<file path="src/rtl/issue_buf.sv">
// Issue buffer: out-of-order slot array, lowest free slot on accept, lowest occupied slot issues.
// Latency: 1 cycle accept-to-out_valid (2 with ISSUE_BUF_OUTREG_EN output register).
// Backpressure: in_ready drops when full or flushing; out_* hold while out_valid && !out_ready.
module issue_buf #(
    parameter int DATA  = 8,
    parameter int DEPTH = 8
) (
    input  logic                       clk,
    input  logic                       reset,
    input  logic                       in_valid,
    output logic                       in_ready,
    input  logic [DATA-1:0]            in_data,
    input  logic                       flush,
    output logic                       out_valid,
    input  logic                       out_ready,
    output logic [DATA-1:0]            out_data,
    output logic [$clog2(DEPTH)-1:0]   out_idx,
    output logic [DEPTH-1:0]           occ_vec,
    output logic [$clog2(DEPTH+1)-1:0] count
);

    localparam int IW = $clog2(DEPTH);
    localparam int CW = $clog2(DEPTH+1);

    logic [DATA-1:0]  slot_data [DEPTH];
    logic [DEPTH-1:0] occ;
    logic [CW-1:0]    cnt;

    logic             cand_vld;
    logic [IW-1:0]    cand_idx;
    logic [IW-1:0]    free_idx;
    logic             accept;
    logic             slot_clr;
    logic             dec;
    logic [DEPTH-1:0] clr_mask;
    logic [DEPTH-1:0] set_mask;

    // Both selectors look at pre-edge occupancy, so a slot freed this edge is not refilled.
    always_comb begin
        cand_vld = 1'b0;
        cand_idx = '0;
        free_idx = '0;
        for (int i = DEPTH - 1; i >= 0; i--) begin
            if (occ[i]) begin
                cand_vld = 1'b1;
                cand_idx = IW'(i);
            end
            if (!occ[i]) begin
                free_idx = IW'(i);
            end
        end
    end

    assign in_ready = !reset && (cnt < CW'(DEPTH)) && !flush;
    assign accept   = in_valid && in_ready;

`ifdef ISSUE_BUF_OUTREG_EN
    logic            reg_vld;
    logic [DATA-1:0] reg_data;
    logic [IW-1:0]   reg_idx;
    logic            consume;

    assign consume  = reg_vld && out_ready && !flush;
    assign slot_clr = cand_vld && (!reg_vld || out_ready) && !flush;
    assign dec      = consume;

    assign out_valid = reg_vld;
    assign out_data  = reg_vld ? reg_data : '0;
    assign out_idx   = reg_vld ? reg_idx  : '0;

    always_ff @(posedge clk or posedge reset) begin
        if (reset) begin
            reg_vld  <= 1'b0;
            reg_data <= '0;
            reg_idx  <= '0;
        end else if (flush) begin
            reg_vld  <= 1'b0;
            reg_data <= '0;
            reg_idx  <= '0;
        end else if (slot_clr) begin
            reg_vld  <= 1'b1;
            reg_data <= slot_data[cand_idx];
            reg_idx  <= cand_idx;
        end else if (consume) begin
            reg_vld  <= 1'b0;
        end
    end
`else
    assign slot_clr = cand_vld && out_ready && !flush;
    assign dec      = slot_clr;

    assign out_valid = cand_vld;
    assign out_data  = cand_vld ? slot_data[cand_idx] : '0;
    assign out_idx   = cand_vld ? cand_idx : '0;
`endif

    always_comb begin
        clr_mask = '0;
        set_mask = '0;
        if (slot_clr) clr_mask[cand_idx] = 1'b1;
        if (accept)   set_mask[free_idx] = 1'b1;
    end

    always_ff @(posedge clk or posedge reset) begin
        if (reset) begin
            occ <= '0;
            cnt <= '0;
        end else if (flush) begin
            occ <= '0;
            cnt <= '0;
        end else begin
            occ <= (occ & ~clr_mask) | set_mask;
            case ({accept, dec})
                2'b10:   cnt <= cnt + 1'b1;
                2'b01:   cnt <= cnt - 1'b1;
                default: cnt <= cnt;
            endcase
        end
    end

    // Payload storage needs no reset: occupancy gates every read.
    always_ff @(posedge clk) begin
        if (accept) begin
            slot_data[free_idx] <= in_data;
        end
    end

    assign occ_vec = occ;
    assign count   = cnt;

endmodule

</file>
<file path="config.mk">
export PLATFORM = sky130hd
export DESIGN_NAME = issue_buf
export DESIGN_NICKNAME = d
export VERILOG_FILES = /design/src/rtl/issue_buf.sv
export SDC_FILE = /design/constraint.sdc
export NUM_CORES = 1
export LEC_CHECK = 0
export ABC_AREA = 1
export BUFFER_PORTS_ARGS = -buffer_cell sky130_fd_sc_hd__buf_4
export CELL_PAD_IN_SITES_DETAIL_PLACEMENT = 0
export CELL_PAD_IN_SITES_GLOBAL_PLACEMENT = 1
export CORE_UTILIZATION = 49
export CTS_CLUSTER_DIAMETER = 120
export DETAILED_ROUTE_END_ITERATION = 12
export HOLD_SLACK_MARGIN = 0.08
export PLACE_DENSITY = 0.95
export REMOVE_ABC_BUFFERS = 1
export SETUP_SLACK_MARGIN = 0.2
export SLEW_MARGIN = 30
export SYNTH_ARGS = -nofsm -noshare
export SYNTH_HDL_FRONTEND = slang
export SYNTH_SLANG_ARGS = --single-unit
</file>
<file path="constraint.sdc">
create_clock -name clk -period 3.5 [get_ports clk]
set_input_delay 0.35 -clock clk [delete_from_list [all_inputs] [get_ports clk]]
set_output_delay 0.35 -clock clk [all_outputs]
set_load 0.01 [all_outputs]
</file>
==> impl_metrics.csv, run 1 <==
group,metric,value,unit
setup_path,worstPathMaxFanout,17,
floorplanning,die_w,86.5,um
worst_hold_path,min_from,"in_data[1]",
timing,setup_violations,0,
setup_path,critPathLaunch,"occ_vec[4]$_DFF_PP0_",
placement,dp.cells,461,
power_and_ir_drop,irDropWorstVdd,0.307,mV
clock_network,cts_tree,"built",
floorplanning,dieArea,7480,um^2
final_layout,layout-drive-gt1-share,21.2,%
final_layout,final_area,4090,um^2
routing,wl_met2,3490,um
placement,io_buffers,37,
synthesis,ys_ff_latch,76,
timing,hold_viol_final,0,
final_layout,final_common_cell,"nand2_1",
clock_network,root_buffer,"clkbuf_8",
routing,drt_iter0_markers,221,
setup_path,cpPeakStageDelay,0.47,ns
setup_path,cp-start-kind,"flip-flop",
routing,routed-via-count,2466,
timing,drv_slew,0,
clock_network,clock_sinks,76,
setup_path,crit_type,"flip-flop to output pin",
power_and_ir_drop,clkPwrFrac,40.4,%
routing,via_per_inst,5.16,
power_and_ir_drop,power,1.84,mW
floorplanning,core_area,6830,um^2
routing,top_layer,"met4",
synthesis,synth_area,3500,um^2
synthesis,async_flop_share,15.8,%
synthesis,ys_top_cells_by_area,"edfxtp_1 55%, dfrtp_1 8.6%, nand2_1 7.4%, inv_1 6.4%, nor2_1 2.6%",
final_layout,n_fill_cell,587,
clock_network,cts_resized,0,
floorplanning,die_y,86.5,um
routing,post_drt_wl_per_cell,15.4,um
routing,postRouteAntennaNets,0,
timing,grt_setup_unrepaired,"false",
power_and_ir_drop,p_per_area,449,nW/um^2
synthesis,synth_top_area_share,55.0,%
timing,whs,0.233,ns
grt,antenna_found_initial,0,
synthesis,ys_warn_count,0,
power_and_ir_drop,p_sw,403,uW
clock_network,cts_buffers,9,
setup_path,timing.rr.start,"occ_vec[7]$_DFF_PP0_",
clock_network,post_cts_buffers,0,
setup_path,cp.buffers_inverters,4,
power_and_ir_drop,sequentialPowerShare,54.1,%
timing,setup_ws,0.869,ns
grt,grt_pass1_wl,11800,um
clock_network,clk_pin_slew_worst_paths,0.08,ns
clock_network,insertion_delay,0.35,ns
setup_path,path_delay_family,"simple AND/OR/NAND/NOR gates",
routing,drc,0,
flow_run,maxCapViolations,0,
final_layout,final_cells,478,
routing,finalWirelength,7350,um
placement,placed_cell_area,3850,um^2
setup_path,path_cells,"inv_2 -> nand2_4 -> inv_2 -> nand2_1 -> nand3_1 -> nand2_2 -> nor2_4 -> nand2_1 -> o211ai_2 -> nand2_1 -> nand2_1 -> inv_1 -> buf_4",
synthesis,synth_edf_count,64,
power_and_ir_drop,p_leak,1.78,nW
grt,grt_max_degree,19,
synthesis,synth_cell_type_count,31,
synthesis,synth_seq_area_share,63.6,%
synthesis,synth_cells,335,
placement,pre_cts_slack,1.16,ns
routing,dr.pass1.iters,5,
timing,setup_tns,0,ns
placement,finalWeightedCongestion,0.871,
outcome,status,"finished clean",
grt,grt_usage,21.5,%
power_and_ir_drop,pwr-share-comb,5.5,%
floorplanning,ios,38,
timing,finalCriticalPeriod,2.63,ns
clock_network,clk_path_buf_depth,2,
final_layout,multi_input_area,971,um^2
grt,grt_pass1_vias,2297,
final_layout,regArea,2220,um^2
final_layout,n_antenna_cell,0,
setup_path,crit_slowest_cell,"dfrtp_1",
synthesis,ys.flop_type,"edfxtp_1",
power_and_ir_drop,intPower,1.43,mW
setup_path,critPathRequiredTime,3.15,ns
final_layout,final_cell_mix,"69 x nand2_1, 64 x edfxtp_1, 60 x inv_1, 37 x buf_4, 24 x nor2_1",
timing,tightest_slew,0.849,ns
floorplanning,rows,30,
setup_path,path_common_cell,"nand2_1",
placement,place_hpwl,4920,um
timing,min_period_over_period,75.2,%
final_layout,final_core_util,59.8,%
floorplanning,start_util,51.2,%
setup_path,cp-end-kind,"output pin",
power_and_ir_drop,sw_frac_of_total,22.0,%
final_layout,syn2layout_area_growth,16.9,%
timing,fmax,380,MHz
final_layout,nets,392,
timing,slew_headroom,42.9,%
setup_path,arrival,2.28,ns
timing,clock_skew,0.0102,ns
synthesis,syn_avg_cell_area,10.4,um^2
synthesis,synth_top_area_cell,"edfxtp_1",
grt,overflow,0,
routing,met1_length,3320,um
routing,route.met3.wl,411,um
clock_network,holdBufCountCts,1,
worst_hold_path,min_path_type,"primary input to flip-flop",
clock_network,cts_max_level,3,
[power groups by stage]
stage | combinational, mW | sequential, mW | clock, mW
after floorplan | 0.0475 | 1.01 | 0
after detailed placement | 0.0996 | 1.01 | 0
final | 0.100 | 0.993 | 0.742
after CTS | 0.101 | 0.993 | 0.748
after global placement | 0.0970 | 1.01 | 0
after global routing | 0.112 | 0.994 | 0.783
[cell families (layout without fill, tap and decap cells)]
kind of cell / count (synthesis) / in the layout / synth area share (%)
buf+inv: 77 / 124 / 8.84
xor+xnor: 1 / 1 / 0.251
flops: 76 / 76 / 63.6
fa+ha+maj: 2 / 2 / 0.716
compound gates: 56 / 56 / 10.4
simple gates: 123 / 123 / 16.2
[area by class of cell]
| type | count | share of cell area [%] |
|---|---|---|
| Multi-Input combinational cell | 182 | 23.8 |
| Inverter | 70 | 6.43 |
| Timing Repair Buffer | 38 | 7.04 |
| Sequential cell | 76 | 54.4 |
| Clock buffer | 9 | 3.03 |
| Clock inverter | 7 | 2.42 |
| Tap cell | 96 | 2.94 |
[metal layers]
| metal | track usage [%] | vias up |
|---|---|---|
| met1 | 29.7 | 1164 |
| met5 | 0 | - |
| li1 | - | 1198 |
| met3 | 3.90 | 14 |
| met4 | 6.97 | 0 |
| met2 | 34.8 | 90 |
[synthesized netlist by cell type (all sizes together), types with 2 or more instances]
cell	number
buf	6
nand3	11
edfxtp	64
o21ai	19
o211ai	12
nand4	3
nor2	28
nand2	77
o22ai	9
a21oi	11
dfrtp	12
o2111ai	3
ha	2
inv	70
[state kept, by name, summed over array words and instances, names as in the netlist]
name	cells
slot_data	64
occ_vec	8
count	4
[path summary, 6_finish.rpt]
path / slack [ns] / to / cells past startpoint
max: 0.87 / out_data[3] / 13
min: 0.23 / slot_data[4][1]$_DFFE_PP_ / 1
max reg2reg: 1.17 / slot_data[3][7]$_DFFE_PP_ / 7
min reg2reg: 0.54 / count[2]$_DFFE_PP0P_ / 2
max in group asynchronous: 2.58 / occ_vec[7]$_DFF_PP0_ / 3
min in group asynchronous: 0.58 / count[3]$_DFFE_PP0P_ / 3
Power figures use the tool's default switching activity.
==> run 2, diff against run 1 <==
--- a/config.mk
+++ b/config.mk
@@ -5,15 +5,15 @@
 export SDC_FILE = /design/constraint.sdc
 export NUM_CORES = 1
 export LEC_CHECK = 0
-export ABC_AREA = 1
+export ABC_AREA = 0
 export BUFFER_PORTS_ARGS = -buffer_cell sky130_fd_sc_hd__buf_4
 export CELL_PAD_IN_SITES_DETAIL_PLACEMENT = 0
 export CELL_PAD_IN_SITES_GLOBAL_PLACEMENT = 1
-export CORE_UTILIZATION = 49
+export CORE_UTILIZATION = 43
 export CTS_CLUSTER_DIAMETER = 120
 export DETAILED_ROUTE_END_ITERATION = 12
 export HOLD_SLACK_MARGIN = 0.08
-export PLACE_DENSITY = 0.95
+export PLACE_DENSITY = 0.87
 export REMOVE_ABC_BUFFERS = 1
 export SETUP_SLACK_MARGIN = 0.2
 export SLEW_MARGIN = 30
==> constraint.sdc (replaced) <==
create_clock -name clk -period 2.35 [get_ports clk]
set_input_delay 0.235 -clock clk [delete_from_list [all_inputs] [get_ports clk]]
set_output_delay 0.235 -clock clk [all_outputs]
set_load 0.01 [all_outputs]
==> run 2 against run 1 <==
Hold slack worse by 0.12 ns. Largest power group unchanged. Clock-buffer cell count stayed put. Cell area is 8.9% higher. Combinational power is 50% higher. Sequential share of layout area is 4.3 points lower.
==> impl_metrics.csv, run 2 <==
group,metric,value,unit
floorplanning,dieArea,8150,um^2
floorplanning,die_w,90.3,um
clock_network,cts_tree,"built",
power_and_ir_drop,p_leak,1.68,nW
timing,tightest_slew,0.515,ns
setup_path,crit_type,"flip-flop to output pin",
grt,antenna_found_initial,0,
timing,drv_slew,0,
grt,grt_usage,22.2,%
routing,routed-via-count,2500,
clock_network,insertion_delay,0.35,ns
routing,via_per_inst,5.77,
synthesis,synth_area,3350,um^2
timing,grt_setup_unrepaired,"true",
clock_network,clock_sinks,76,
final_layout,largest-register,"slot_data",
flow_run,maxCapViolations,0,
final_layout,syn2layout_area_growth,32.9,%
routing,postRouteAntennaNets,0,
floorplanning,core_area,7410,um^2
routing,finalWirelength,8740,um
synthesis,synth_seq_area_share,66.3,%
placement,place_hpwl,5470,um
timing,finalCriticalPeriod,2.28,ns
clock_network,clk_pin_slew_worst_paths,0.09,ns
synthesis,syn_avg_cell_area,13.6,um^2
routing,drc,0,
clock_network,clk_path_buf_depth,2,
setup_path,worstPathMaxFanout,6,
synthesis,synth_cell_type_count,47,
synthesis,yosysMostFrequentCell,"edfxtp_1",
floorplanning,rows,31,
placement,io_buffers,37,
final_layout,largest_register_ffs,64,
routing,post_drt_wl_per_cell,20.2,um
grt,grt_pass1_wl,13400,um
timing,setup_violations,0,
final_layout,n_antenna_cell,0,
setup_path,cpPeakStageDelay,0.46,ns
timing,fmax,439,MHz
routing,dr.pass1.iters,4,
final_layout,final_cell_mix,"75 x buf_4, 64 x edfxtp_1, 18 x a21oi_1, 15 x nor2_1, 11 x inv_1",
final_layout,nets,344,
final_layout,final_cells,433,
timing,hold_viol_final,0,
setup_path,critPathRequiredTime,2.12,ns
synthesis,synth_top_area_cell,"edfxtp_1",
synthesis,synth_edf_count,64,
power_and_ir_drop,irDropWorstVdd,0.417,mV
setup_path,arrival,2.04,ns
clock_network,cts_buffers,9,
grt,grt_pass1_vias,2568,
placement,dp.cells,396,
worst_hold_path,min_path_type,"primary input to flip-flop",
timing,slew_headroom,65.7,%
placement,finalWeightedCongestion,0.889,
setup_path,path_cells,"buf_6 -> nand2b_4 -> a221oi_4 -> buf_4 -> o21bai_4 -> buf_6 -> a22oi_2 -> buf_4",
clock_network,cts_max_level,3,
outcome,status,"finished clean",
setup_path,cp-end-kind,"output pin",
synthesis,ys_warn_count,0,
clock_network,root_buffer,"clkbuf_8",
synthesis,synth_top_area_share,57.4,%
timing,clock_skew,0.0165,ns
timing,setup_tns,0,ns
power_and_ir_drop,p_per_area,579,nW/um^2
synthesis,ys.flop_type,"edfxtp_1",
floorplanning,ios,38,
synthesis,ys_top_cells_by_area,"edfxtp_1 57%, dfrtp_1 9.0%, o221ai_1 3.7%, a21oi_1 2.7%, o2bb2ai_1 2.1%",
final_layout,n_fill_cell,583,
synthesis,synth_cells,246,
synthesis,async_flop_share,15.8,%
synthesis,yosys-top-cells-count,"64 x edfxtp_1, 18 x a21oi_1, 16 x nor2_1",
final_layout,final_common_cell,"buf_4",
final_layout,layout-drive-gt1-share,43.1,%
timing,min_period_over_period,96.9,%
floorplanning,die_y,90.3,um
grt,overflow,0,
grt,grt_max_degree,17,
routing,drt_iter0_markers,189,
setup_path,crit_slowest_cell,"dfrtp_2",
synthesis,ys_ff_latch,76,
setup_path,cp-start-kind,"flip-flop",
floorplanning,start_util,45.2,%
run 2: cell count changes after synthesis, moves of 8 or more:
cell	change
a22oi_1	+8
buf_2	+8
inv_1	-48
inv_2	-10
nand2_1	-60
nor2_1	-8
o211ai_1	-8
o221ai_1	+14
o2bb2ai_1	+8
run 2: path summary, 6_finish.rpt:
kind	startpoint	end	slack, ns	cells after the start
min	in_data[0]	slot_data[6][0]$_DFFE_PP_	0.12	1
min reg2reg	occ_vec[0]$_DFF_PP0_	occ_vec[0]$_DFF_PP0_	0.62	2
min in group asynchronous	reset	occ_vec[3]$_DFF_PP0_	0.47	3
max	occ_vec[6]$_DFF_PP0_	out_data[4]	0.07	8
max reg2reg	occ_vec[1]$_DFF_PP0_	count[3]$_DFFE_PP0P_	0.15	9
max in group asynchronous	reset	occ_vec[0]$_DFF_PP0_	1.50	3
run 2: per-stage QoR:
step	setup WS (ns)	cell area, um^2	power [mW]	hold WS (ns)	util, %
2_1_floorplan	0.0560	3270	1.57	0.0997	-
3_3_place_gp	0.196	3890	1.65	0.323	52.5
3_5_place_dp	0.114	3890	1.65	0.323	52.5
4_1_cts	0.0515	4380	2.59	0.102	59.1
5_1_grt	0.0102	4450	2.66	0.0986	60.1
6_report	0.0722	4450	2.58	0.117	60.1
run 2: per-layer routing:
| metal | track usage (%) | vias up | wire [um] |
|---|---|---|---|
| met1 | 26.4 | 1240 | 3530 |
| met2 | 38.2 | 101 | 4470 |
| met3 | 4.38 | 11 | 629 |
| met5 | 0 | - | 0 |
| li1 | - | 1148 | - |
| met4 | 11.2 | 0 | 112 |
run 2: what timing repair did:
action                                  in CTS  in global routing
hold buffers                                 1                  0
setup buffers                               15                  4
gates cloned                                 1                  0
resized for setup                           37                  9
endpoints found under the hold margin       12                  0
pin swaps                                   12                  4
endpoints found under the setup margin      19                 27
run 2: area by class of cell:
class                   instances  area (um^2)  area share, %
clock buffers                   9          124           2.78
clock inverters                 7         65.1           1.46
inverters                      12         45.0           1.01
multi-input cells             143         1160           26.0
flip-flops and latches         76         2230           50.1
well taps                      99          124           2.78
repair buffers                 87          708           15.9
run 2: kinds of logic after synthesis:
family                   after synthesis  share of synthesized area, %
AO/OA/AOI/OAI                         87                          19.5
XOR/XNOR                               4                          1.27
adder cells (fa/ha/maj)                2                         0.747
buffers and inverters                 27                          3.70
flip-flops                            76                          66.3
multiplexers                           1                         0.299
AND/OR/NAND/NOR                       49                          8.14
run 2: where the power goes:
| part | switching (mW) | leakage [nW] | internal, mW |
|---|---|---|---|
| clock | 0.540 | 0.0943 | 0.409 |
| combinational | 0.0823 | 0.856 | 0.0680 |
| sequential | 0.00968 | 0.735 | 1.47 |
run 2: worst max-delay path: cells and delay by family (launching register included):
family / cells / cell delay (ns)
buffers and inverters: 4 / 0.60
AOI/OAI and AO/OA: 3 / 0.51
DFF: 1 / 0.46
and+or+nand+nor: 1 / 0.13
==> run 3, diff against run 2 <==
--- a/config.mk
+++ b/config.mk
@@ -7,13 +7,15 @@
 export LEC_CHECK = 0
 export ABC_AREA = 0
 export BUFFER_PORTS_ARGS = -buffer_cell sky130_fd_sc_hd__buf_4
+export CAP_MARGIN = 25
 export CELL_PAD_IN_SITES_DETAIL_PLACEMENT = 0
 export CELL_PAD_IN_SITES_GLOBAL_PLACEMENT = 1
-export CORE_UTILIZATION = 43
+export CORE_MARGIN = 5
+export CORE_UTILIZATION = 51
 export CTS_CLUSTER_DIAMETER = 120
 export DETAILED_ROUTE_END_ITERATION = 12
 export HOLD_SLACK_MARGIN = 0.08
-export PLACE_DENSITY = 0.87
+export PLACE_DENSITY = 0.95
 export REMOVE_ABC_BUFFERS = 1
 export SETUP_SLACK_MARGIN = 0.2
 export SLEW_MARGIN = 30
==> constraint.sdc (replaced) <==
create_clock -name clk -period 2.9 [get_ports clk]
set_input_delay 0.29 -clock clk [delete_from_list [all_inputs] [get_ports clk]]
set_output_delay 0.29 -clock clk [all_outputs]
set_load 0.01 [all_outputs]
==> run 3 against run 2 <==
Non-clock buffer count shrank 33. Sequential power is 19% lower. Clock skew down 0.0041 ns. Via count fell by 5.6%. Power decreased by 17%. Register-to-register slack better by 0.34 ns. Clock power down 12%. Utilization increased by 2.6 points. First-iteration DRC count decreased by 16%. Hold slack improved by 0.051 ns. Setup slack better by 0.31 ns. Critical path type unchanged. Critical endpoint unchanged.
==> impl_metrics.csv, run 3 (synthesis gave the netlist of run 2 again) <==
group,metric,value,unit
outcome,status,"finished clean",
timing,min_period_over_period,86.9,%
routing,met1_length,3200,um
power_and_ir_drop,p_leak,1.49,nW
final_layout,layout-drive-gt1-share,27.9,%
routing,via_per_inst,6.24,
clock_network,cts_tree,"built",
final_layout,n_antenna_cell,0,
clock_network,root_buffer,"clkbuf_8",
setup_path,crit_type,"flip-flop to output pin",
timing,slew_headroom,61.3,%
timing,hold_viol_final,0,
clock_network,clk_path_buf_depth,2,
routing,drc,0,
setup_path,critPathRequiredTime,2.61,ns
setup_path,arrival,2.23,ns
floorplanning,die_w,91.1,um
routing,post_drt_wl_per_cell,20.8,um
placement,finalWeightedCongestion,0.825,
final_layout,regArea,2220,um^2
timing,grt_setup_unrepaired,"false",
clock_network,clock_sinks,76,
clock_network,insertion_delay,0.35,ns
routing,wl_met2,3910,um
routing,postRouteAntennaNets,0,
final_layout,final_cell_mix,"64 x edfxtp_1, 53 x buf_4, 18 x a21oi_1, 16 x nor2_1, 14 x o221ai_1",
setup_path,rrSetupSlack,0.49,ns
worst_hold_path,whs_endpoint,"slot_data[2][7]$_DFFE_PP_",
setup_path,crit_slowest_cell,"dfrtp_1",
grt,grt_usage,19.7,%
floorplanning,start_util,52.5,%
timing,finalCriticalPeriod,2.52,ns
routing,routed-via-count,2360,
setup_path,worst-r2r-cell-count,8,
floorplanning,core_area,6390,um^2
setup_path,path_cells,"nor4_4 -> buf_4 -> a21oi_2 -> buf_4 -> o221ai_1 -> a22oi_1 -> buf_4",
routing,drt_iter0_markers,159,
grt,overflow,0,
routing,route.met3.wl,580,um
final_layout,syn2layout_area_growth,19.4,%
floorplanning,rows,29,
setup_path,r2r-end,"count[3]$_DFFE_PP0P_",
setup_path,cp-start-kind,"flip-flop",
final_layout,largest-register,"slot_data",
floorplanning,ios,38,
grt,grt_max_degree,17,
timing,setup_ws,0.380,ns
floorplanning,dieArea,8290,um^2
worst_hold_path,hold_depth,1,
final_layout,largest_register_ffs,64,
timing,tightest_slew,0.581,ns
clock_network,cts_max_level,3,
power_and_ir_drop,p_per_area,535,nW/um^2
routing,top_layer,"met4",
flow_run,maxCapViolations,0,
routing,finalWirelength,7880,um
setup_path,cp-end-kind,"output pin",
placement,placed_cell_area,3770,um^2
setup_path,cpPeakStageDelay,0.52,ns
worst_hold_path,min_path_type,"primary input to flip-flop",
final_layout,final_area,4000,um^2
power_and_ir_drop,power,2.14,mW
clock_network,clk_pin_slew_worst_paths,0.09,ns
timing,setup_tns,0,ns
final_layout,multi_input_area,1020,um^2
timing,setup_violations,0,
timing,drv_slew,0,
timing,fmax,397,MHz
grt,antenna_found_initial,0,
placement,dp.cells,361,
setup_path,timing.rr.start,"occ_vec[2]$_DFF_PP0_",
final_layout,final_common_cell,"edfxtp_1",
placement,io_buffers,37,
grt,grt_pass1_vias,2461,
floorplanning,die_y,91.1,um
setup_path,worstPathMaxFanout,16,
power_and_ir_drop,irDropWorstVdd,0.393,mV
worst_hold_path,min_from,"in_data[7]",
placement,place_hpwl,5300,um
final_layout,n_fill_cell,479,
timing,clock_skew,0.0124,ns
setup_path,path_common_cell,"buf_4",
clock_network,cts_buffers,9,
final_layout,nets,311,
routing,dr.pass1.iters,5,
placement,pre_cts_slack,0.493,ns
final_layout,final_cells,378,
grt,grt_pass1_wl,12600,um
## run 3: cell count changes in the layout (fill, tap and decap cells not counted), moves of 5 or more
cell and change:
a22oi_2 -6, dfrtp_2 -5, dfrtp_1 +5, buf_4 -22
a22oi_1 +6, buf_6 -8
## run 3: timing repair
| item | in CTS | in global routing |
|---|---|---|
| endpoints found under the setup margin | 2 | 7 |
| hold endpoints to repair | 12 | 0 |
| setup buffers | 0 | 0 |
| pin swaps | 0 | 0 |
| hold buffers | 1 | 0 |
| resized for setup | 1 | 3 |
## run 3: area by class of cell
type,count,area share [%]
sequential,76,55.5
multi-input combinational,143,25.5
timing repair buffer,54,10.2
clock buffer,9,3.10
tap,77,2.41
clock inverter,7,2.10
inverter,12,1.13
## run 3: metrics by stage
step	utilization [%]	hold slack (ns)
5_1_grt	62.7	0.164
3_3_place_gp	59.0	0.364
4_1_cts	62.4	0.151
2_1_floorplan	-	0.155
6_report	62.7	0.168
3_5_place_dp	59.0	0.365
## run 3: how the worst max path moves through the flow
| stage | slack, ns | startpoint | to | cells past startpoint |
|---|---|---|---|---|
| floorplan | 0.61 | occ_vec[3]$_DFF_PP0_ | count[3]$_DFFE_PP0P_ | 8 |
| global placement | 0.62 | occ_vec[3]$_DFF_PP0_ | out_data[6] | 6 |
| detailed placement | 0.49 | occ_vec[2]$_DFF_PP0_ | count[3]$_DFFE_PP0P_ | 8 |
| CTS | 0.29 | occ_vec[4]$_DFF_PP0_ | out_data[3] | 6 |
| global route | 0.25 | occ_vec[4]$_DFF_PP0_ | out_data[7] | 6 |
| finish | 0.38 | occ_vec[5]$_DFF_PP0_ | out_data[4] | 7 |
## run 3: power breakdown
group	internal, mW	total, mW	switching, mW
Combinational	0.0480	0.109	0.0615
Sequential	1.19	1.20	0.00872
Clock	0.411	0.832	0.422
Total	1.65	2.14	0.492
## run 3: critical path: cells and delay by family, from the launching register on
family                 cells  cell delay [ns]
buffers and inverters      3             0.59
DFF                        1             0.52
and+or+nand+nor            1             0.38
AOI/OAI and AO/OA          3             0.39
## run 3: per-layer routing
layer,up-vias,global-route usage (%)
met5,-,0
li1,1083,-
met2,103,32.2
met4,0,9.29
met1,1152,25.2
met3,22,3.80
